**src/rtl/cmp_pkg.sv**
```systemverilog
// rtl/cmp_pkg.sv - shared types and helpers for the serial magnitude comparator
package cmp_pkg;

    typedef enum logic [1:0] {
        IDLE = 2'd0,
        RUN  = 2'd1,
        DONE = 2'd2
    } state_e;

    localparam int SLICE_W = 2;

    // Slice-counter width: clog2(width/2), never narrower than one bit.
    function automatic int cnt_width(input int width);
        int nsl;
        int w;
        nsl = width / SLICE_W;
        w   = 0;
        while ((1 << w) < nsl) begin
            w = w + 1;
        end
        return (w < 1) ? 1 : w;
    endfunction

endpackage

```
**src/rtl/cmp_slice2.sv**
```systemverilog
// rtl/cmp_slice2.sv - combinational 2-bit slice comparator (one-hot eq/gt/lt)
module cmp_slice2 (
    input  logic [1:0] a,
    input  logic [1:0] b,
    output logic       eq,
    output logic       gt,
    output logic       lt
);

    assign eq = (a == b);
    assign gt = (a > b);
    assign lt = (a < b);

endmodule

```
**src/rtl/cmp_seq_serial.sv**
```systemverilog
// rtl/cmp_seq_serial.sv - MSB-first serial magnitude comparator; CMP_SIGNED_EN selects two's complement operands
module cmp_seq_serial
    import cmp_pkg::*;
#(
    parameter int WIDTH = 8
) (
    input  logic             clk,
    input  logic             rst_n,
    input  logic             start,
    input  logic [WIDTH-1:0] A,
    input  logic [WIDTH-1:0] B,
    output logic             busy,
    output logic             done,
    output logic             equal,
    output logic             more,
    output logic             less
);

    localparam int NSL   = WIDTH / SLICE_W;
    localparam int CNT_W = cnt_width(WIDTH);

    state_e             state_q, state_d;
    logic [WIDTH-1:0]   a_q, a_d;
    logic [WIDTH-1:0]   b_q, b_d;
    logic [CNT_W-1:0]   cnt_q, cnt_d;
    logic               eq_q, eq_d;
    logic               more_q, more_d;
    logic               less_q, less_d;
    logic [WIDTH-1:0]   a_cap, b_cap;
    logic               sl_eq, sl_gt, sl_lt;

`ifdef CMP_SIGNED_EN
    // Flipping the sign bit maps two's complement order onto unsigned order.
    assign a_cap = {~A[WIDTH-1], A[WIDTH-2:0]};
    assign b_cap = {~B[WIDTH-1], B[WIDTH-2:0]};
`else
    assign a_cap = A;
    assign b_cap = B;
`endif

    cmp_slice2 u_slice (
        .a  (a_q[WIDTH-1 -: SLICE_W]),
        .b  (b_q[WIDTH-1 -: SLICE_W]),
        .eq (sl_eq),
        .gt (sl_gt),
        .lt (sl_lt)
    );

    always_comb begin
        state_d = state_q;
        a_d     = a_q;
        b_d     = b_q;
        cnt_d   = cnt_q;
        eq_d    = eq_q;
        more_d  = more_q;
        less_d  = less_q;
        case (state_q)
            IDLE: begin
                if (start) begin
                    a_d     = a_cap;
                    b_d     = b_cap;
                    cnt_d   = CNT_W'(NSL - 1);
                    eq_d    = 1'b0;
                    more_d  = 1'b0;
                    less_d  = 1'b0;
                    state_d = RUN;
                end
            end
            RUN: begin
                if (!sl_eq) begin
                    more_d  = sl_gt;
                    less_d  = sl_lt;
                    state_d = DONE;
                end else if (cnt_q == '0) begin
                    eq_d    = 1'b1;
                    state_d = DONE;
                end else begin
                    a_d   = a_q << SLICE_W;
                    b_d   = b_q << SLICE_W;
                    cnt_d = cnt_q - CNT_W'(1);
                end
            end
            DONE: begin
                state_d = IDLE;
            end
            default: begin
                state_d = IDLE;
            end
        endcase
    end

    always_ff @(posedge clk or negedge rst_n) begin
        if (!rst_n) begin
            state_q <= IDLE;
            a_q     <= '0;
            b_q     <= '0;
            cnt_q   <= '0;
            eq_q    <= 1'b0;
            more_q  <= 1'b0;
            less_q  <= 1'b0;
        end else begin
            state_q <= state_d;
            a_q     <= a_d;
            b_q     <= b_d;
            cnt_q   <= cnt_d;
            eq_q    <= eq_d;
            more_q  <= more_d;
            less_q  <= less_d;
        end
    end

    assign busy  = (state_q != IDLE);
    assign done  = (state_q == DONE);
    assign equal = eq_q;
    assign more  = more_q;
    assign less  = less_q;

endmodule

```
**config.mk**
```make
export PLATFORM = sky130hd
export DESIGN_NAME = cmp_seq_serial
export DESIGN_NICKNAME = d
export VERILOG_FILES = /design/src/rtl/cmp_pkg.sv /design/src/rtl/cmp_slice2.sv /design/src/rtl/cmp_seq_serial.sv
export SDC_FILE = /design/constraint.sdc
export NUM_CORES = 1
export LEC_CHECK = 0
export CELL_PAD_IN_SITES_DETAIL_PLACEMENT = 0
export CELL_PAD_IN_SITES_GLOBAL_PLACEMENT = 1
export CORE_MARGIN = 5
export CORE_UTILIZATION = 42
export DETAILED_ROUTE_END_ITERATION = 10
export GPL_TIMING_DRIVEN = 1
export HOLD_SLACK_MARGIN = 0.05
export PLACE_DENSITY = 0.91
export SKIP_CTS_REPAIR_TIMING = 1
export SYNTH_ARGS = -nofsm -noshare
export SYNTH_HDL_FRONTEND = slang
export SYNTH_SLANG_ARGS = --single-unit
```
**constraint.sdc**
```tcl
create_clock -name clk -period 4.3 [get_ports clk]
set_clock_uncertainty 0.05 [all_clocks]
set_input_delay 0.43 -clock clk [delete_from_list [all_inputs] [get_ports clk]]
set_output_delay 0.43 -clock clk [all_outputs]
set_load 0.1 [all_outputs]
```
# Word level (Yosys, flattened, before mapping)
# Index checks and enable logic that the tools add are counted.
# Widths: inputs -> output; s select.
[totals]
register_bits = 23
input_bits = 19
wordCells = 51
[classes]
addsub = 1
order_cmp = 2
eq_ne = 9
muxes = 24
n_reduce_logical = 8
[op_table]
columns = ["cell", "count"]
rows = [
  ["$mux 8", 6],
  ["$pmux 8 s2", 2],
  ["$mux 2", 6],
  ["$ne 2x2->1 const B", 5],
  ["$pmux 2 s2", 2],
  ["$reduce_and 4->1", 2],
  ["$pmux 1 s2", 3],
  ["$mux 1", 5],
  ["$logic_not 2->1", 2],
  ["$reduce_bool 2->1", 2],
  ["$ne 3x3->1 const B", 1],
  ["$reduce_and 3->1", 1],
  ["$eq 2x1->1 const B", 1],
  ["$eq 2x2->1", 1],
  ["$eq 2x2->1 const B", 1],
  ["$gt 2x2->1", 1],
  ["$lt 2x2->1", 1],
  ["$reduce_and 2->1", 1],
  ["$sub 2x1->2 const B", 1],
]

# Logic depth before layout (Yosys ltp)
[logic_depth]
word_depth = 4
depth_mapped = 6
depth_no_buf = 5

# By module
# From an unflattened synthesis, not the netlist that was laid out.
[hier_totals]
cells_unflattened = 98
hier_area_um2 = 1179.9
[modules_own_cells]
columns = ["mod", "n_inst", "cells_each", "area_per_inst_um2"]
rows = [
  ["cmp_seq_serial", 1, 89, 1117.3],
  ["cmp_slice2", 1, 9, 62.6],
]

# Worst setup path after synthesis
# Ideal clock, no wire load.
[synth_path]
path_kind = "register to output"
from = "register state_q[1]"
to = "output port done"
arrival_time_ps = 2020
required_time_ps = 3820
path_slack_ps = 1800
stages_incl_launch_ff = 3
path_buffers = 1
cell_sequence = "dfrtp_1 > clkbuf_1 > nor2b_1"
[synth_between]
elab_chain_len = 1
[synth_rtl]
columns = ["element", "line_no", "text"]
rows = [
  ["start, declared", "cmp_seq_serial.sv:22", "state_e state_q, state_d;"],
  ["start signal, assigned", "cmp_seq_serial.sv:102", "state_q <= state_d;"],
  ["$eq 2x2->1", "cmp_seq_serial.sv:113", "assign done = (state_q == DONE);"],
  ["end, declared", "cmp_seq_serial.sv:13", "output logic done,"],
]
# No other way between the ends.

# Worst setup path after layout
[layout_path]
from = "register state_q[0]"
to = "output port busy"
[layout_between]
elab_chain_len = 1
[layout_rtl]
columns = ["element", "line_no", "text"]
rows = [
  ["$reduce_bool 2->1", "cmp_seq_serial.sv:112", "assign busy = (state_q != IDLE);"],
  ["end, declared", "cmp_seq_serial.sv:12", "output logic busy,"],
]
# No other way between the ends.

==> flow_results.org <==
** Route
- After detailed routing, the wire length on met1 is 1036 um.
- The routed design uses 81 um of met3 wire.
- Antenna Nets Post-Route :: 0
- Wires add up to 2372 um.
- First DRT Iteration DRCs :: 21
- Dividing the detail-routed wire length by the instance count gives 15.11 um.
- Total iterations of the first detailed-routing run :: 4
- Summed over all nets, wire length on met2 after detailed routing comes to 1205 um.
- Via count of the routed design :: 881
- Highest metal layer with signal wires :: met4
- Via-per-instance ratio :: 5.611
- For this run, design rule violations remaining after detail routing come to 0.

** STA
- Setup TNS after final layout :: 0 ns
- Number of endpoints failing setup at the final stage :: 0
- The number of hold-slack violations in the final timing report was 0.
- Final worst-path cycle share :: 66.84%
- The number of pins with negative max-slew slack in the final report is 0.
- Counting I/O delays and the setup requirement, the final critical path takes 2.874 ns.
- Setup repair after global routing left no endpoint under its margin.
- Slew at the pin with the worst max-slew slack :: 1.043 ns
- Top achievable clock speed :: 0.3479 GHz
- Hold Slack :: 0.4547 ns
- Worst rel slew slack :: 30.22%

** Setup path
- Worst reg2reg endpoint :: b_q[5]$_DFFE_PN0P_
- In this run the critical register-to-register path is launched from state_q[0]$_DFFE_PN0P_.
- For flop-to-flop paths, the worst setup slack is 2.35 ns.
- Critical path capture point type :: output port
- Data arrival time of the critical path :: 2.39 ns
- For the worst flop-to-flop path, the logic depth is 3.
- Maximum fanout along the worst path :: 20
- STA classifies the critical path startpoint as a flop.
- The worst setup path is of the reg2out kind.
- STA puts the critical path data required time at 3.82 ns.

** Worst hold path
- Tightest Hold Check Type :: reg2reg
- Along the worst hold path, the cell count comes to 1.
- Hold wc startpoint :: more$_DFFE_PN0P_
- Endpoint of the worst hold-timing path :: more$_DFFE_PN0P_

** Power and ir drop
- P_int :: 0.5860 mW
- The worst-case IR drop observed on VDD is 0.0005076 V.
- Switching power of the nets :: 0.4988 mW
- Part of the total power dissipated in the clock network :: 9.5%
- The completed layout was analyzed and its total power is 1.085 mW.
- Sw Ratio :: 45.98%
- In this run, flip-flops and latches consume 37.8% of the power.
- Power spread over the standard cell area amounts to 763.9 mW/mm2.
- The share of total power dissipated in combinational logic is 52.7%.
- Leakage power :: 0.5772 nW

** Logic synthesis
- Synthesis inferred 23 register bits.
- Post-synth net total :: 127
- Summing the sequential cell areas from Yosys gives 49.62% of the chip area.
- Count of mapped cells out of synthesis :: 105
- The number of different library cells used by synthesis comes to 32.
- Yosys top cell area share :: 49.62%
- For this run, the number of Yosys warnings is 0.
- sky130_fd_sc_hd__dfrtp_1 takes more of the synthesized area than any other cell.
- Netlist Area Pre-Place :: 0.001160 mm2
- By area the synthesized netlist is led by sky130_fd_sc_hd__dfrtp_1 50%, sky130_fd_sc_hd__o221a_1 8.7%, sky130_fd_sc_hd__nand2b_1 6.5%.
- The average instance in the mapped netlist occupies 11.05 um2.

** Run
- The tool flagged a number of max-cap violations equal to 0.

** Clocking
- Worst-case clock buffer depth :: 2
- After clock tree synthesis, the clock-pin slew on the worst setup and hold paths is 0.13 ns.
- For this design, the sink count on the clock tree is 23.
- In this run, CTS created clock tree buffers numbering 3.
- Clock root cell :: sky130_fd_sc_hd__clkbuf_4
- Clock tree from TritonCTS :: built
- For the worst-skew pair, the clock arrives at the later sink with an insertion delay of 0.32 ns.
- Count of H-tree levels built during CTS :: 1

** Outcome
- Result of the run :: finished clean

** Final layout
- # nets final :: 149
- Summing all flip-flop and latch instances after layout gives 575.6 um2.
- Leaving out fill and tap cells, the most frequent cells in the layout are 23 x sky130_fd_sc_hd__dfrtp_1, 23 x sky130_fd_sc_hd__clkdlybuf4s50_1, 12 x sky130_fd_sc_hd__nand2b_1, 9 x sky130_fd_sc_hd__o221a_1.
- Combined area of the multi-input logic cells :: 521.8 um2
- Count of antenna diodes in the layout :: 0
- The area growth from synthesis to layout is 22.44%.
- Number of fill cells in the layout :: 246
- Of the cells placed in the final design, the portion with a size suffix greater than 1 is 8.730%.

** Floorplanning
- Measured along the x axis, the die boundary spans 62.55 um.
- The initial utilization of the core area, before any placement, comes to 42.80%.
- The initialized floorplan defines 19 standard-cell rows.
- The floorplan step defined a die boundary enclosing 0.003913 mm2.
- Core area :: 0.002710 mm2
- I/O pin count :: 24
- In this run the vertical extent of the chip is 62.55 um.

** GRT
- Global routing used 12.58% of the available tracks.
- The number of antenna violations at the first check in global routing came to 0.
- The total overflow left after global routing is 0.
- Wire length of the first global-routing pass :: 3960 um
- Largest net degree at the start of global routing :: 24
- The via count of the first global-routing pass came to 856.

** Place
- Weighted congestion at the end of routability-driven global placement :: 0.7449
- After legalization and detailed placement, the total HPWL measured 1748 um.
- Port-buffer cells :: 23
-- area by class of cell --
cell class	count	area share [%]
Clock buffer	3	1.586
Clock inverter	1	0.3524
Inverter	7	1.850
Multi-Input combinational cell	69	36.74
Sequential cell	23	40.53
Tap cell	31	2.731
Timing Repair Buffer	23	16.21
-- state kept, by name, indices dropped and copies added, names as in the netlist --
register  count
less          1
a_q           8
cnt_q         2
equal         1
b_q           8
more          1
state_q       2
-- cell families (layout without fill, tap and decap cells) --
family                   count (synthesis)  after routing  share of synthesized area [%]
flip-flops                              23             23                          49.62
AND/OR/NAND/NOR                         36             36                          18.88
adder cells (fa/ha/maj)                  3              3                          3.237
AO/OA/AOI/OAI                           30             30                          22.87
buffers and inverters                   13             34                          5.395
-- per-stage QoR --
step           setup slack (ns)  area [um2]  instances  util, %
2_1_floorplan             1.800        1160        105        -
3_3_place_gp              1.845        1393        153    51.39
3_5_place_dp              1.798        1393        153    51.39
4_1_cts                   1.421        1420        157    52.40
5_1_grt                   1.350        1420        157    52.40
6_report                  1.426        1420        157    52.40
-- synth_stat cells, drive strengths merged --
master   count
nor2b        1
o21ai        6
nand3b       1
clkbuf       2
nand3        5
o221a       12
nor3b        1
inv          7
buf          4
a21o         1
o22ai        1
and2b        2
nand2b      12
a32o         1
a21oi        2
ha           3
or2          1
nor2         2
a2bb2oi      1
o2bb2ai      1
dfrtp       23
and3         1
and4b        1
and4bb       1
a311o        1
o211ai       3
nand2        7
a22o         1
nor3         1
-- power by group through the flow --
stage	clock network [mW]	logic [mW]	registers, mW
2_1_floorplan	0	0.431	0.438
3_3_place_gp	0	0.562	0.408
3_5_place_dp	0	0.576	0.416
4_1_cts	0.107	0.578	0.411
5_1_grt	0.115	0.623	0.425
6_report	0.103	0.572	0.410
-- critical path, stage by stage (launching register included) --
cell and delay, ns:
sky130_fd_sc_hd__dfrtp_1 0.74, sky130_fd_sc_hd__or2_2 0.21, sky130_fd_sc_hd__clkdlybuf4s50_1 1.12
-- metal layers --
| metal | vias up | global-route usage [%] |
|---|---|---|
| li1 | 430 | - |
| met1 | 429 | 15.82 |
| met3 | 5 | 2.518 |
| met2 | 17 | 20.34 |
| met4 | 0 | 6.366 |
| met5 | - | 0 |
-- how the worst max path moves through the flow --
stage                                      start    to
after floorplan           state_q[1]$_DFFE_PN0P_  done
after global placement    state_q[0]$_DFFE_PN0P_  busy
after detailed placement  state_q[0]$_DFFE_PN0P_  busy
after CTS                 state_q[0]$_DFFE_PN0P_  busy
after global routing      state_q[0]$_DFFE_PN0P_  busy
final                     state_q[0]$_DFFE_PN0P_  busy
Note: power is estimated with default switching activity, not from simulation.
==> edit 1, RTL diff (config.mk and constraints unchanged) <==
Build with the macro `CMP_SIGNED_EN` defined.
--- a/src/rtl/cmp_seq_serial.sv
+++ b/src/rtl/cmp_seq_serial.sv
@@ -1,4 +1,6 @@
 // rtl/cmp_seq_serial.sv - MSB-first serial magnitude comparator; CMP_SIGNED_EN selects two's complement operands
+`define CMP_SIGNED_EN
+
 module cmp_seq_serial
     import cmp_pkg::*;
 #(
Function: changed (a bounded check fails within 4 cycles, from zero or initial values and one cycle with rst_n low).
==> edit 1 against the original RTL <==
Sequential cell count unchanged. Clock power fell by 3%. Routed wire length is 3.3% higher. Combinational power up 9.8%. Area after synthesis up 1.6%. Final area up 1.2%. Setup slack better by 110 ps. Non-clock buffer count stayed put. Sequential power is 1% lower. Power is 4.5% higher. Sequential share of layout area is 0.49 points lower. Core utilization increased by 0.19 points. Maximum frequency is 3.8% higher.
==> edit 1: results (changes against the original RTL) <==
[logic_synthesis]
synth_commonest_cells = dfrtp_1 (23), o221a_1 (12), inv_1 (10)
synthXorXnorAreaFrac = 0  ; unchanged
synth.mux.area_fraction = 0  ; unchanged
synth_area_leaders = dfrtp_1 (49%), o221a_1 (11%), nand2b_1 (4.2%), ha_1 (3.2%), inv_1 (3.2%)
ys_warn_count = 0  ; unchanged
async_flop_share = 1.00  ; unchanged
synthFlopType = dfrtp_1
syn_nets = 127  ; unchanged
yosysSeqAreaShare = 0.488  ; -0.00790
synth_cell_types = 33  ; +3.1%
synth-compound-area-share = 0.246  ; +0.0176
synth_adder_area_share = 0.0318  ; -0.000515

[critical_path]
critical_path_arrival_ps = 2290  ; -100 ps
critPathSlowestCell = clkdlybuf4s50_1
cp_top_family = buffers and inverters
cp_max_fo = 16  ; -20%
slowest_delay_ps = 1120  ; about the same

[layout]
drive_above_1_share = 0.0787  ; -0.00856
reg_top3 = a_q x8, b_q x8
final_nets = 150  ; +0.67%
n_antenna_cell = 0  ; unchanged
fillers = 236  ; -4.1%

[power_and_ir_drop]
power.leakage_nw = 0.584  ; +1.2%
max-vdd-ir-drop_v = 0.000496  ; -2.2%

[route]
wl_per_cell_um = 15.5  ; +2.7%
drt-vias-per-instance = 5.61  ; about the same
drcViolationCount = 0  ; unchanged
drtIter0Drc = 61  ; +190%

[outcome]
outcome = complete, no violations

[cts]
clk_path_buf_depth = 2  ; unchanged
htreeDepth = 1  ; unchanged
cts_buffers = 3  ; unchanged
clkLatencyLatePin_ps = 310
clk_pin_slew_ps = 120

[timing]
worst_slew_pin_slew_ps = 999  ; -44.9 ps

[global_routing]
grt_first_pass_wirelength_mm = 4.20  ; +5.9%
grt_max_degree = 24  ; unchanged
antenna_found_initial = 0  ; unchanged
grt_usage = 0.128  ; +0.00220
grt_pass1_vias = 917  ; +7.1%

[place]
detailedPlace.worstSlack_ps = 1890  ; +91.2 ps
portBuffers = 23  ; unchanged
routabilityCongestion = 0.811  ; +8.9%
dp_hpwl_mm = 1.84  ; +5.4%

edit 1: changes by cell type in the layout (fill, tap and decap cells not counted), moves of 3 or more:
cell      change
o221a_2       -3
o221a_1       +3
nand2b_1      -4
inv_1         +3
edit 1: metrics by stage:
step	instance area, µm²	cells
finish	1440	158
global route	1440	158
CTS	1440	158
detailed placement	1410	154
global placement	1410	154
floorplan	1180	105
edit 1: path summary, 6_finish.rpt:
check	slack, ps	start	cells after the start	endpoint
max	1530	state_q[0]$_DFFE_PN0P_	2	busy
min	460	more$_DFFE_PN0P_	1	more$_DFFE_PN0P_
max reg2reg	2350	state_q[0]$_DFFE_PN0P_	3	b_q[3]$_DFFE_PN0P_
min reg2reg	460	more$_DFFE_PN0P_	1	more$_DFFE_PN0P_
max in group asynchronous	2990	rst_n	1	a_q[0]$_DFFE_PN0P_
min in group asynchronous	600	rst_n	1	more$_DFFE_PN0P_
edit 1: per-layer routing:
| layer | GRT usage | wire length (µm) | vias up |
|---|---|---|---|
| li1 | - | - | 431 |
| met1 | 0.170 | 1110 | 427 |
| met2 | 0.197 | 1190 | 26 |
| met3 | 0.0450 | 143 | 3 |
| met4 | 0.0318 | 13 | 0 |
| met5 | 0 | 0 | - |
edit 1: final cells by class:
class	count	area, µm²	area share
Multi-Input combinational cell	67	529	0.368
Tap cell	31	38.8	0.0270
Timing Repair Buffer	23	230	0.160
Clock buffer	4	26.3	0.0183
Sequential cell	23	576	0.400
Inverter	10	37.5	0.0261
edit 1: cell families after synthesis:
group / after synthesis
AO/OA/AOI/OAI: 32
AND/OR/NAND/NOR: 32
flip-flops: 23
buffers and inverters: 15
adder cells (fa/ha/maj): 3
edit 1: power by group:
group / switching (mW) / leakage (nW) / internal, mW
clock: 0.0631 / 0.0150 / 0.0362
combinational: 0.378 / 0.301 / 0.250
sequential: 0.0874 / 0.268 / 0.318
==> edit 2, RTL diff (same flow settings) <==
Without the edit above. `b_q` no longer has a reset.
--- a/src/rtl/cmp_seq_serial.sv
+++ b/src/rtl/cmp_seq_serial.sv
@@ -93,7 +93,6 @@
         if (!rst_n) begin
             state_q <= IDLE;
             a_q     <= '0;
-            b_q     <= '0;
             cnt_q   <= '0;
             eq_q    <= 1'b0;
             more_q  <= 1'b0;
@@ -101,12 +100,15 @@
         end else begin
             state_q <= state_d;
             a_q     <= a_d;
-            b_q     <= b_d;
             cnt_q   <= cnt_d;
             eq_q    <= eq_d;
             more_q  <= more_d;
             less_q  <= less_d;
         end
+    end
+
+    always_ff @(posedge clk) begin
+        b_q <= b_d;
     end
 
     assign busy  = (state_q != IDLE);
Check against the original RTL: same outputs for any inputs over 10 cycles, from zero or initial values and one cycle with rst_n low; that may be too few to reach the edited logic, so the function may still have changed.
==> edit 2 against the original RTL <==
Core utilization up 0.32 points. Power is 2.0% lower. Non-clock buffer count did not move. Area after synthesis fell by 0.86%. Routed wire length shrank 9.3%. Final area shrank 0.26%. Sequential share of layout area up 2.9 points. Setup slack gained 140 ps. Global-route usage decreased by 0.57 points. Sequential cell count did not move. Register-to-register slack gained 50 ps. Critical path type unchanged. Highest routed layer unchanged.
==> edit 2: results (changes against the original RTL) <==
[outcome]
outcome = complete, no violations

[logic_synthesis]
synth_commonest_cells = nand2_1 (22), dfrtp_1 (15), edfxtp_1 (8), inv_1 (8), o221a_2 (6)
yosysSeqAreaShare = 0.535  ; +0.0391
synth_edf_count = 8  ; +8
async_flop_share = 0.652  ; -0.348

[critical_path]
r2r-end = b_q[7]$_DFFE_PP_
reg2reg_setup_slack_ps = 2400  ; +50 ps
cp_max_fo = 13  ; -35%
ff2ff_path_depth = 2  ; -1
critical_path_arrival_ps = 2260  ; -130 ps

[power_and_ir_drop]
p_sw_frac = 0.459  ; -0.00108
powerDensity_nw_per_um2 = 751  ; -1.7%
power.leakage_nw = 0.618  ; +7.1%
max-vdd-ir-drop_v = 0.000427  ; -16%

[route]
dr_wl_met3_um = 76  ; -6.2%
drtIter0Drc = 12  ; -43%
wl_met1_um = 975  ; -5.9%
drt-vias-per-instance = 5.13  ; -8.5%
wl_met2_mm = 1.05  ; -13%

[global_routing]
grt_usage = 0.120  ; -0.00571
grt_pass1_vias = 847  ; -1.1%
grt_max_degree = 16  ; -33%
grt_first_pass_wirelength_mm = 3.75  ; -5.2%

[layout]
fillers = 256  ; +4.1%
drive_above_1_share = 0.125  ; +0.0377
final_nets = 151  ; +1.3%

[timing]
relSlewSlack = 0.349  ; +0.0466

==> edit 2: changes by cell type after synthesis, moves of 3 or more <==
cell      delta
edfxtp_1     +8
dfrtp_1      -8
o211ai_1     -3
nand3_1      -4
o221a_1      -9
or2b_1       +3
nand2_1     +15
nand2b_1     -8
o221a_2      +3
o21ai_0      -4
==> edit 2: worst register-to-register path, delay by kind of cell (launching register included) <==
kind	cells	cell delay, ps
flip-flops	1	630
AND/OR/NAND/NOR	1	520
AO/OA/AOI/OAI	1	390
==> edit 2: worst max path at each step <==
stage,end,cells after the start
after CTS,busy,2
after floorplan,done,2
after global placement,busy,2
after detailed placement,busy,2
final,busy,2
after global routing,busy,2
==> edit 2: area by class of cell <==
cell class,instances,area share
clock buffers,3,0.0159
clock inverters,1,0.00353
inverters,8,0.0212
multi-input cells,70,0.335
flip-flops and latches,23,0.435
well taps,31,0.0274
repair buffers,23,0.163
==> edit 2: metal layers <==
layer	up-vias	global-route usage
met5	-	0
met4	0	0.0637
met3	5	0.0324
met2	15	0.196
met1	380	0.144
li1	416	-
==> edit 2: logic make-up after synthesis <==
kind of cell / synth area share
DFF: 0.535
AOI/OAI and AO/OA: 0.169
and+or+nand+nor: 0.211
adders and majority gates: 0.0326
buffers and inverters: 0.0522
==> edit 2: stage by stage <==
step	hold slack, ps	cell area (µm²)	setup slack [ps]	std cells	utilization
after global routing	498	1420	1460	159	0.527
after detailed placement	427	1390	1920	155	0.517
after CTS	460	1420	1540	159	0.527
after floorplan	84.4	1150	1920	104	-
after global placement	425	1390	1950	155	0.517
final	451	1420	1560	159	0.527
